## src/rtl/fetch_pkg.sv

```systemverilog
// Shared types and constants for the fetch stage.
// The FETCH_ALIGN_TRAP_EN macro is consumed by pc_next_sel and fetch_unit, not here.
package fetch_pkg;

  localparam int unsigned WORD_SIZE = 32;
  localparam int unsigned INSTRET_W = 32;
  localparam logic [WORD_SIZE-1:0] NOP_INSTR = 32'h00000013;

  typedef enum logic [1:0] {
    ST_BOOT = 2'd0,
    ST_RUN  = 2'd1,
    ST_HALT = 2'd2
  } fetch_state_t;

  // Clear the byte-offset bits so the address points at a whole instruction word.
  function automatic logic [WORD_SIZE-1:0] word_align(input logic [WORD_SIZE-1:0] a);
    return a & ~WORD_SIZE'(3);
  endfunction

endpackage

```

## src/rtl/fetch_if.sv

```systemverilog
// Control, redirect and instruction-memory signals between the core and fetch_unit.
interface fetch_if;
  import fetch_pkg::*;

  logic                   i_stall;
  logic                   i_jump;
  logic [WORD_SIZE-1:0]   i_jump_target;
  logic                   i_branch_taken;
  logic [WORD_SIZE-1:0]   i_branch_target;
  logic                   i_halt;
  logic                   i_resume;
  logic [WORD_SIZE-1:0]   i_instr;
  logic [WORD_SIZE-1:0]   o_pc;
  logic [WORD_SIZE-1:0]   o_pc_plus4;
  logic [WORD_SIZE-1:0]   o_instr;
  logic                   o_valid;
  logic                   o_halted;
  logic [INSTRET_W-1:0]   o_instret;
  logic                   o_misaligned;

  modport slave (
    input  i_stall, i_jump, i_jump_target, i_branch_taken, i_branch_target,
           i_halt, i_resume, i_instr,
    output o_pc, o_pc_plus4, o_instr, o_valid, o_halted, o_instret, o_misaligned
  );

  modport master (
    output i_stall, i_jump, i_jump_target, i_branch_taken, i_branch_target,
           i_halt, i_resume, i_instr,
    input  o_pc, o_pc_plus4, o_instr, o_valid, o_halted, o_instret, o_misaligned
  );

endinterface

```

## src/rtl/pc_next_sel.sv

```systemverilog
// Next-PC priority mux and redirect alignment handling.
// FETCH_ALIGN_TRAP_EN: misaligned redirects go to TRAP_VECTOR instead of being word-aligned.
module pc_next_sel
  import fetch_pkg::*;
`ifdef FETCH_ALIGN_TRAP_EN
#(
  parameter logic [WORD_SIZE-1:0] TRAP_VECTOR = 32'h00000100
)
`endif
(
  input  fetch_state_t          i_state,
  input  logic [WORD_SIZE-1:0]  i_pc,
  input  logic                  i_stall,
  input  logic                  i_jump,
  input  logic [WORD_SIZE-1:0]  i_jump_target,
  input  logic                  i_branch_taken,
  input  logic [WORD_SIZE-1:0]  i_branch_target,
  input  logic                  i_halt,
  input  logic                  i_resume,
  output logic [WORD_SIZE-1:0]  o_pc_plus4,
  output logic [WORD_SIZE-1:0]  o_next_pc,
  output logic                  o_advance,
  output logic                  o_trap
);

  logic                 w_redirect;
  logic [WORD_SIZE-1:0] w_target;

  assign o_pc_plus4 = i_pc + WORD_SIZE'(4);

  // Jump outranks a taken branch when both arrive in the same cycle.
  always_comb begin
    w_redirect = 1'b0;
    w_target   = i_jump_target;
    if (i_jump) begin
      w_redirect = 1'b1;
    end else if (i_branch_taken) begin
      w_redirect = 1'b1;
      w_target   = i_branch_target;
    end
  end

  always_comb begin
    o_next_pc = i_pc;
    o_advance = 1'b0;
    o_trap    = 1'b0;
    unique case (i_state)
      ST_RUN: begin
        if (!i_halt && !i_stall) begin
          o_advance = 1'b1;
          if (w_redirect) begin
`ifdef FETCH_ALIGN_TRAP_EN
            if (w_target[1:0] != 2'b00) begin
              o_next_pc = TRAP_VECTOR;
              o_trap    = 1'b1;
            end else begin
              o_next_pc = w_target;
            end
`else
            o_next_pc = word_align(w_target);
`endif
          end else begin
            o_next_pc = o_pc_plus4;
          end
        end
      end
      // Resume wins over a simultaneous halt; stall has no effect while halted.
      ST_HALT: begin
        if (i_resume) begin
          o_next_pc = o_pc_plus4;
          o_advance = 1'b1;
        end
      end
      default: ;
    endcase
  end

endmodule

```

## src/rtl/fetch_unit.sv

```systemverilog
// PC register, boot/run/halt sequencing and retired-fetch counter for the single-cycle core.
// FETCH_ALIGN_TRAP_EN enables trapping on misaligned redirect targets.
module fetch_unit
  import fetch_pkg::*;
#(
  parameter logic [WORD_SIZE-1:0] RESET_VECTOR = 32'h00000000,
  parameter logic [WORD_SIZE-1:0] TRAP_VECTOR  = 32'h00000100,
  parameter int unsigned          BOOT_WAIT    = 2
) (
  input  logic     i_clk,
  input  logic     i_rst,
  fetch_if.slave   bus
);

  localparam int unsigned BOOT_W = (BOOT_WAIT > 2) ? $clog2(BOOT_WAIT) : 1;
  localparam logic [BOOT_W-1:0] BOOT_LAST = BOOT_W'((BOOT_WAIT == 0) ? 0 : BOOT_WAIT - 1);
  localparam fetch_state_t RESET_STATE = (BOOT_WAIT == 0) ? ST_RUN : ST_BOOT;

  // The trap target must itself be a legal fetch address.
  if (TRAP_VECTOR[1:0] != 2'b00) begin : g_bad_trap_vector
    $error("fetch_unit: TRAP_VECTOR must be word-aligned");
  end

  fetch_state_t          r_state;
  fetch_state_t          w_state_nxt;
  logic [BOOT_W-1:0]     r_boot_cnt;
  logic [BOOT_W-1:0]     w_boot_cnt_nxt;
  logic [WORD_SIZE-1:0]  r_pc;
  logic [INSTRET_W-1:0]  r_instret;
  logic                  r_misaligned;

  logic [WORD_SIZE-1:0]  w_pc_plus4;
  logic [WORD_SIZE-1:0]  w_next_pc;
  logic                  w_advance;
  logic                  w_trap;

  always_ff @(posedge i_clk or posedge i_rst) begin
    if (i_rst) begin
      r_state    <= RESET_STATE;
      r_boot_cnt <= '0;
    end else begin
      r_state    <= w_state_nxt;
      r_boot_cnt <= w_boot_cnt_nxt;
    end
  end

  always_comb begin
    w_state_nxt    = r_state;
    w_boot_cnt_nxt = r_boot_cnt;
    unique case (r_state)
      ST_BOOT: begin
        if (r_boot_cnt == BOOT_LAST) begin
          w_state_nxt = ST_RUN;
        end else begin
          w_boot_cnt_nxt = r_boot_cnt + BOOT_W'(1);
        end
      end
      ST_RUN: begin
        if (bus.i_halt) begin
          w_state_nxt = ST_HALT;
        end
      end
      ST_HALT: begin
        if (bus.i_resume) begin
          w_state_nxt = ST_RUN;
        end
      end
      default: w_state_nxt = RESET_STATE;
    endcase
  end

`ifdef FETCH_ALIGN_TRAP_EN
  pc_next_sel #(.TRAP_VECTOR(TRAP_VECTOR)) u_next_sel (
`else
  pc_next_sel u_next_sel (
`endif
    .i_state         (r_state),
    .i_pc            (r_pc),
    .i_stall         (bus.i_stall),
    .i_jump          (bus.i_jump),
    .i_jump_target   (bus.i_jump_target),
    .i_branch_taken  (bus.i_branch_taken),
    .i_branch_target (bus.i_branch_target),
    .i_halt          (bus.i_halt),
    .i_resume        (bus.i_resume),
    .o_pc_plus4      (w_pc_plus4),
    .o_next_pc       (w_next_pc),
    .o_advance       (w_advance),
    .o_trap          (w_trap)
  );

  // w_trap is constant 0 unless the trap option is built in, so o_misaligned stays low.
  always_ff @(posedge i_clk or posedge i_rst) begin
    if (i_rst) begin
      r_pc         <= RESET_VECTOR;
      r_instret    <= '0;
      r_misaligned <= 1'b0;
    end else begin
      r_pc         <= w_next_pc;
      r_misaligned <= w_trap;
      if (w_advance) begin
        r_instret <= r_instret + INSTRET_W'(1);
      end
    end
  end

  assign bus.o_pc         = r_pc;
  assign bus.o_pc_plus4   = w_pc_plus4;
  assign bus.o_valid      = (r_state == ST_RUN);
  assign bus.o_halted     = (r_state == ST_HALT);
  assign bus.o_instr      = (r_state == ST_RUN) ? bus.i_instr : NOP_INSTR;
  assign bus.o_instret    = r_instret;
  assign bus.o_misaligned = r_misaligned;

endmodule

```

## src/flat_wrapper.sv

```systemverilog
// flat-port wrapper written by rule: the top's interface ports become plain ports
module fetch_unit_flat import fetch_pkg::*;
#(
  parameter logic [WORD_SIZE-1:0] RESET_VECTOR = 32'h00000000,
  parameter logic [WORD_SIZE-1:0] TRAP_VECTOR  = 32'h00000100,
  parameter int unsigned          BOOT_WAIT    = 2
)
  (i_clk, i_rst, bus_i_stall, bus_i_jump, bus_i_jump_target, bus_i_branch_taken, bus_i_branch_target, bus_i_halt, bus_i_resume, bus_i_instr, bus_o_pc, bus_o_pc_plus4, bus_o_instr, bus_o_valid, bus_o_halted, bus_o_instret, bus_o_misaligned);
  fetch_if bus_i ();
  input  logic i_clk;
  input  logic i_rst;
  input wire logic [$bits(bus_i.i_stall)-1:0] bus_i_stall;
  input wire logic [$bits(bus_i.i_jump)-1:0] bus_i_jump;
  input wire logic [$bits(bus_i.i_jump_target)-1:0] bus_i_jump_target;
  input wire logic [$bits(bus_i.i_branch_taken)-1:0] bus_i_branch_taken;
  input wire logic [$bits(bus_i.i_branch_target)-1:0] bus_i_branch_target;
  input wire logic [$bits(bus_i.i_halt)-1:0] bus_i_halt;
  input wire logic [$bits(bus_i.i_resume)-1:0] bus_i_resume;
  input wire logic [$bits(bus_i.i_instr)-1:0] bus_i_instr;
  output wire logic [$bits(bus_i.o_pc)-1:0] bus_o_pc;
  output wire logic [$bits(bus_i.o_pc_plus4)-1:0] bus_o_pc_plus4;
  output wire logic [$bits(bus_i.o_instr)-1:0] bus_o_instr;
  output wire logic [$bits(bus_i.o_valid)-1:0] bus_o_valid;
  output wire logic [$bits(bus_i.o_halted)-1:0] bus_o_halted;
  output wire logic [$bits(bus_i.o_instret)-1:0] bus_o_instret;
  output wire logic [$bits(bus_i.o_misaligned)-1:0] bus_o_misaligned;
  assign bus_i.i_stall = bus_i_stall;
  assign bus_i.i_jump = bus_i_jump;
  assign bus_i.i_jump_target = bus_i_jump_target;
  assign bus_i.i_branch_taken = bus_i_branch_taken;
  assign bus_i.i_branch_target = bus_i_branch_target;
  assign bus_i.i_halt = bus_i_halt;
  assign bus_i.i_resume = bus_i_resume;
  assign bus_i.i_instr = bus_i_instr;
  assign bus_o_pc = bus_i.o_pc;
  assign bus_o_pc_plus4 = bus_i.o_pc_plus4;
  assign bus_o_instr = bus_i.o_instr;
  assign bus_o_valid = bus_i.o_valid;
  assign bus_o_halted = bus_i.o_halted;
  assign bus_o_instret = bus_i.o_instret;
  assign bus_o_misaligned = bus_i.o_misaligned;
  fetch_unit #(.RESET_VECTOR(RESET_VECTOR), .TRAP_VECTOR(TRAP_VECTOR), .BOOT_WAIT(BOOT_WAIT)) u_core (.i_clk(i_clk), .i_rst(i_rst), .bus(bus_i));
endmodule
```

## config.mk

```make
export PLATFORM = sky130hd
export DESIGN_NAME = fetch_unit_flat
export DESIGN_NICKNAME = d
export VERILOG_FILES = /design/src/rtl/fetch_pkg.sv /design/src/rtl/fetch_if.sv /design/src/rtl/pc_next_sel.sv /design/src/rtl/fetch_unit.sv /design/src/flat_wrapper.sv
export SDC_FILE = /design/constraint.sdc
export NUM_CORES = 1
export LEC_CHECK = 0
export BUFFER_PORTS_ARGS = -buffer_cell sky130_fd_sc_hd__buf_4
export CAP_MARGIN = 0
export CELL_PAD_IN_SITES_DETAIL_PLACEMENT = 1
export CELL_PAD_IN_SITES_GLOBAL_PLACEMENT = 1
export CORE_ASPECT_RATIO = 0.7
export CORE_MARGIN = 5
export CORE_UTILIZATION = 30
export CTS_CLUSTER_DIAMETER = 150
export DETAILED_ROUTE_END_ITERATION = 10
export GPL_ROUTABILITY_DRIVEN = 0
export PLACE_DENSITY_LB_ADDON = 0.15
export SLEW_MARGIN = 10
export SYNTH_ARGS = -nofsm -noshare
export SYNTH_HDL_FRONTEND = slang
export SYNTH_SLANG_ARGS = --single-unit
```

## constraint.sdc

```tcl
create_clock -name i_clk -period 1.93 [get_ports i_clk]
set_input_delay 0.193 -clock i_clk [delete_from_list [all_inputs] [get_ports i_clk]]
set_output_delay 0.193 -clock i_clk [all_outputs]
set_load 0.01 [all_outputs]
```

==> metrics, run 1 <==
status=finished, violations left; failing checks=setup timing; clk_skew=5.58 ps; minimum hold slack=189 ps; PortBufs=224; FF-to-FF setup slack=-190 ps; first-pass detailed-route iteration total=5; final setup margin=-324 ps; number of synthesized register bits=65; Post-DP HPWL=16.9 mm; HP Class=primary input to register; reg2reg end=u_core.bus.o_instret[29]; Core ar.=15,500 um2; Hold Startpoint=bus_i_halt; Worst-path clk slew=60 ps; Post-synth EDFFs=0; largest net degree at the start of global routing=66; vias in the first global route=6,177; Clock Path Buffers=2; WP data required=1740 ps; I/O Pins=234; Die Y=115 um; Leak Pwr=4.22 nW; routed vias=5,878; Min Clock Period, post-route=2250 ps; Critical Path Fanout Max=4; Starting Density=0.306; total CTS buffers=9; worst setup path class=register to primary output; DRC Markers=0; CP Capture Type=primary output; Final Hold Vio Count=0; post-route ant nets=0; Site Rows=38; most frequent cells in the layout=buf_4 (315), dfrtp_1 (59), buf_6 (45); Critical Path Start Type=register; Least-Margin Pin Slew=596 ps; pre-CTS setup slack=-233 ps; gr usage total=0.243; Gate Count Post-Synth=547; worst r2r src=u_core.r_state[0]; Worst-Skew Late Latency=340 ps; Clock Tree Root=clkbuf_16; final wirelength=24.6 mm; 1st-iter DRT viols=363; Reg2Reg Depth=8; Avg Inst Size Synth=8.66 um2; routed wire length per instance=22.6 um; TritonCTS clock tree=yes; PD cells=1260 nW/um2; layout cells sized above 1=0.558; first-pass GRT wire length=35.5 mm; RSZ-0062 raised after global routing=yes; Top FF cell, synth=dfrtp_1; GR Overflow Total=0; Max Cap Violations=0; Period Utilization, post-route=1.17; fin. max-slew vios=0; Max-slew headroom=0.603; final setup fails=46; die width=160 um; die area=18,400 um2; Pwr Total=11.2 mW; initial antenna violation count=1; Nets=989; Worst Setup SP=u_core.bus.o_pc[9]; Post-synth ARST share=1.00; Syn. warnings=0; clk sink count=65; post-synthesis cell type count=62; Syn Std Cell Area=4740 um2; highest clock rate=444 MHz; H-tree Lvls=3; post-synthesis sequential area ratio=0.343; Worst Path Arrival=2060 ps; critical path capture point=bus_o_pc_plus4[21]; most common cell after layout, fill and taps aside=buf_4; Synth-to-Final Area Change=87.0%; worst vdd ir=0.699 mV; Via density=5.41
[cells in the mapped netlist, types with 8 or more instances]
master,count,share of area
xor2_1,12,0.022
a22oi_1,11,0.017
nor2_1,24,0.019
and3_1,17,0.022
inv_1,20,0.016
and2_1,33,0.044
nor3_1,8,0.0085
o32a_1,9,0.019
nand2_1,40,0.032
clkbuf_1,34,0.027
xnor2_1,46,0.085
nand3_1,36,0.038
a21oi_1,20,0.021
nor4_1,10,0.013
mux2i_1,22,0.046
nand4_1,29,0.038
o22ai_1,9,0.012
dfrtp_1,65,0.34
[flip-flops by register name, summed over array words and instances, names as in the netlist]
register / flops
u_core.bus.o_instret: 32
u_core.r_boot_cnt: 1
u_core.r_state: 2
u_core.bus.o_pc: 30
[cell type report]
| class | instances | area [um2] |
|---|---|---|
| Fill cell | 1794 | 6640 |
| Tap cell | 200 | 250 |
| Clock buffer | 11 | 253 |
| Antenna cell | 1 | 2.50 |
| Sequential cell | 65 | 1630 |
| Multi-Input combinational cell | 418 | 3620 |
| Timing Repair Buffer | 367 | 2990 |
| Inverter | 20 | 75.1 |
| Clock inverter | 5 | 30.0 |
[critical path, cell delays in order, from the launching register on]
cell and delay [ps]:
dfrtp_1 410, nand4_4 150, buf_6 150, or4_4 510
nor2_4 160, xor2_1 180, buf_4 150
[cells by family after synthesis]
| kind of cell | share of synthesized area |
|---|---|
| compound gates | 0.154 |
| xor+xnor | 0.107 |
| fa+ha+maj | 0.0132 |
| buf+inv | 0.0600 |
| flops | 0.343 |
| mux | 0.0536 |
| other cells | 0.000792 |
| simple gates | 0.268 |
[what timing repair did]
action                                  4_1_cts  5_1_grt
endpoints found under the hold margin        65        0
hold buffers                                  1        0
pin swaps                                    42       47
endpoints found under the setup margin       71       66
setup buffers                                31       30
gates resized for setup                      78       85
[routing by layer]
metal | vias to the layer above | GRT usage | wire length, um
met5 | - | 0 | 0
met4 | 0 | 0.0642 | 610
met3 | 49 | 0.0713 | 1780
met2 | 250 | 0.410 | 12000
met1 | 2921 | 0.308 | 10200
li1 | 2658 | - | -
[worst min-delay path by stage]
stage,endpoint,cells after the start
2_1_floorplan,u_core.r_state[1],2
3_3_place_gp,u_core.bus.o_instret[4],3
3_5_place_dp,u_core.bus.o_instret[6],3
4_1_cts,u_core.r_state[1],3
5_1_grt,u_core.r_state[1],3
6_report,u_core.r_state[1],3
[metrics by stage]
step	area, um2	utilization	setup TNS (ps)	std cells
floorplan	4990	-	-260	551
global placement	7360	0.475	-716	1016
detailed placement	7360	0.475	-3140	1016
CTS	8290	0.535	-5050	1063
global route	8860	0.572	-9570	1087
finish	8860	0.572	-5840	1087
[power breakdown]
| part | internal (mW) | total [mW] | switching, mW | leakage (nW) |
|---|---|---|---|---|
| clock network | 0.933 | 1.59 | 0.659 | 0.137 |
| logic | 3.62 | 7.45 | 3.83 | 3.26 |
| registers | 1.75 | 2.16 | 0.409 | 0.824 |
| total | 6.31 | 11.2 | 4.89 | 4.22 |
No activity file was read; power rests on OpenSTA's default activity.
==> run 2: changes to the inputs <==
- PLACE_DENSITY: not set -> 0.78
- PLACE_DENSITY_LB_ADDON: 0.15 -> not set
==> run 2 against run 1 <==
Against the previous run:
- the flow still finishes with violations (setup timing)
- flip-flop and latch count unchanged
- clock skew about the same
- sequential share of layout area up 0.37 points
- count of clock-buffer cells in the layout unchanged
- worst setup slack worse by 100 ps
- critical endpoint is now bus_o_pc_plus4[20]
- cell area down 1.9%
- highest routed layer unchanged
- fmax down 4.4%
- critical path depth up 3
- power up 1.6%
- routed wire length up 4.3%
- global-route usage down 0.080 points
- via count up 3.6%
==> metrics, run 2 (synthesis gave the netlist of run 1 again) <==
Core Util, Final=0.561 (-0.0109); initial antenna violation count=0 (-1); first-pass GRT wire length=35.4 mm (-0.14%); non-filler instance count after layout=1,076 (-1.0%); routed wire length per instance=23.8 um (+5.4%); Hold Startpoint=bus_i_halt; die width=160 um (unchanged); Worst Setup SP=u_core.bus.o_pc[2]; Leak Pwr=4.12 nW (-2.5%); WP data required=1740 ps (about the same); final wirelength=25.7 mm (+4.3%); CP Capture Type=primary output; H-tree Lvls=3 (unchanged); Power Internal=6.37 mW (+0.94%); DRC Markers=0 (unchanged); pre-CTS setup slack=-172 ps (+60.3 ps); vias in the first global route=6,317 (+2.3%); routed vias=6,087 (+3.6%); most common cell after layout, fill and taps aside=buf_4; n_diodes=0 (-1); Synth-to-Final Area Change=83.4%; FF/Latch Area=1640 um2 (about the same); multi-input logic area=3540 um2 (-2.4%); post-route ant nets=0 (unchanged); Clock Path Buffers=2 (unchanged); RSZ-0062 raised after global routing=yes; worst setup path class=register to primary output; Fill cells=1,760 (-1.9%); Post-DP HPWL=16.3 mm (-3.5%); GR Overflow Total=0 (unchanged); layout cells sized above 1=0.541 (-0.0165); Nets=979 (-1.0%); Placed Cells=1,008 (-0.79%); Die Y=115 um (unchanged); Critical Path Start Type=register; final setup fails=50 (+8.7%); Sw Share=0.440 (+0.00348); PD cells=1310 nW/um2 (+3.5%); clock share of power=0.148 (+0.006); status=finished, violations left; failing checks=setup timing; PortBufs=224 (unchanged); Via density=5.66 (+4.6%); Comb power frac=0.660 (-0.005); Final Hold Vio Count=0 (unchanged); first-pass detailed-route iteration total=5 (unchanged); worst r2r src=u_core.bus.o_pc[2]; Clock Tree Root=clkbuf_16; Starting Density=0.306 (unchanged); gr usage total=0.242 (-0.000800); Max-slew headroom=0.641 (+0.0379); Core ar.=15,500 um2 (unchanged); fin. max-slew vios=0 (unchanged); Worst Path Arrival=2170 ps (+110 ps); Site Rows=38 (unchanged); Worst-Skew Late Latency=340 ps (about the same); 1st-iter DRT viols=426 (+17%); Min Clock Period, post-route=2360 ps (+105 ps); TritonCTS clock tree=yes; Seq pwr share=0.192 (about the same); Post-DP Area=7290 um2 (-0.95%); Critical Path Fanout Max=5 (+1); Worst-path clk slew=60 ps (about the same); total CTS buffers=9 (unchanged); Period Utilization, post-route=1.22 (+0.0542); worst vdd ir=0.696 mV (-0.36%); HP Class=primary input to register; largest net degree at the start of global routing=34 (-48%); clk sink count=65 (unchanged); I/O Pins=234 (unchanged); Psw=5.01 mW (+2.4%); clk_skew=5.36 ps (-0.227 ps); highest clock rate=424 MHz (-4.4%); Least-Margin Pin Slew=538 ps (-57.7 ps); die area=18,400 um2 (unchanged); final setup margin=-428 ps (-105 ps); number of flip-flops in the largest register=32 (unchanged); most frequent cells in the layout=buf_4 (314), dfrtp_1 (58), buf_6 (34); Final TNS setup=-7980 ps (-2150 ps); cell area after layout=8690 um2 (-1.9%); Max Cap Violations=0 (unchanged)
run 2: cell types whose count changed in the layout (fill, tap and decap cells not counted), moves of 3 or more:
| cell | delta |
|---|---|
| nand2_4 | -3 |
| nand3_2 | +3 |
| buf_6 | -11 |
| nor3_1 | +3 |
| o22ai_1 | -3 |
| o22ai_2 | +3 |
| nand3_4 | -4 |
run 2: layer usage:
metal,track usage,share of wire,wire (um)
met1,0.298,0.40,10300
met2,0.417,0.49,12600
met3,0.0695,0.074,1890
met4,0.0745,0.033,834
met5,0,0,0
run 2: final cells by class:
cell class | instances | area share
multi-input combinational | 419 | 0.407
timing repair buffer | 356 | 0.333
sequential | 65 | 0.188
tap | 200 | 0.0288
clock buffer | 11 | 0.0279
inverter | 20 | 0.00864
clock inverter | 5 | 0.00634
run 2: through the flow:
stage          total power [mW]  hold WS (ps)
3_3_place_gp               8.07           258
2_1_floorplan              5.30           370
6_report                   11.4           203
4_1_cts                    10.6           178
5_1_grt                    11.9           216
3_5_place_dp               8.30           288
run 2: path summary, 6_finish.rpt:
check	endpoint	slack (ps)	cells past startpoint
setup / recovery	bus_o_pc_plus4[20]	-430	9
hold / removal	u_core.r_state[1]	200	3
setup reg to reg	u_core.bus.o_pc[28]	-310	7
hold reg to reg	u_core.r_boot_cnt	480	1
max in group asynchronous	u_core.bus.o_pc[23]	830	4
min in group asynchronous	u_core.bus.o_instret[20]	470	3
run 2: what timing repair did:
item                                    CTS  global route
endpoints found under the setup margin   59            65
buffers inserted                         36            17
hold buffers                              1             0
resized for setup                        74            56
pin swaps                                31            26
hold endpoints to repair                 21             0
cloned                                    0             2
run 2: power groups by stage:
stage                     logic [mW]  registers, mW  clock network, mW
final                           7.51           2.18               1.68
after CTS                       6.77           2.14               1.69
after global placement          5.94           2.13                  0
after detailed placement        6.15           2.15                  0
after floorplan                 2.91           2.39                  0
after global routing            7.92           2.22               1.75
run 2: critical path, stage by stage (launching register included):
cell     delay (ps)
dfrtp_2         450
ha_4            190
nand3_4         120
buf_4           160
buf_6           120
nor4_4          210
buf_4           220
nand2_2          70
xnor2_2         130
buf_4           150
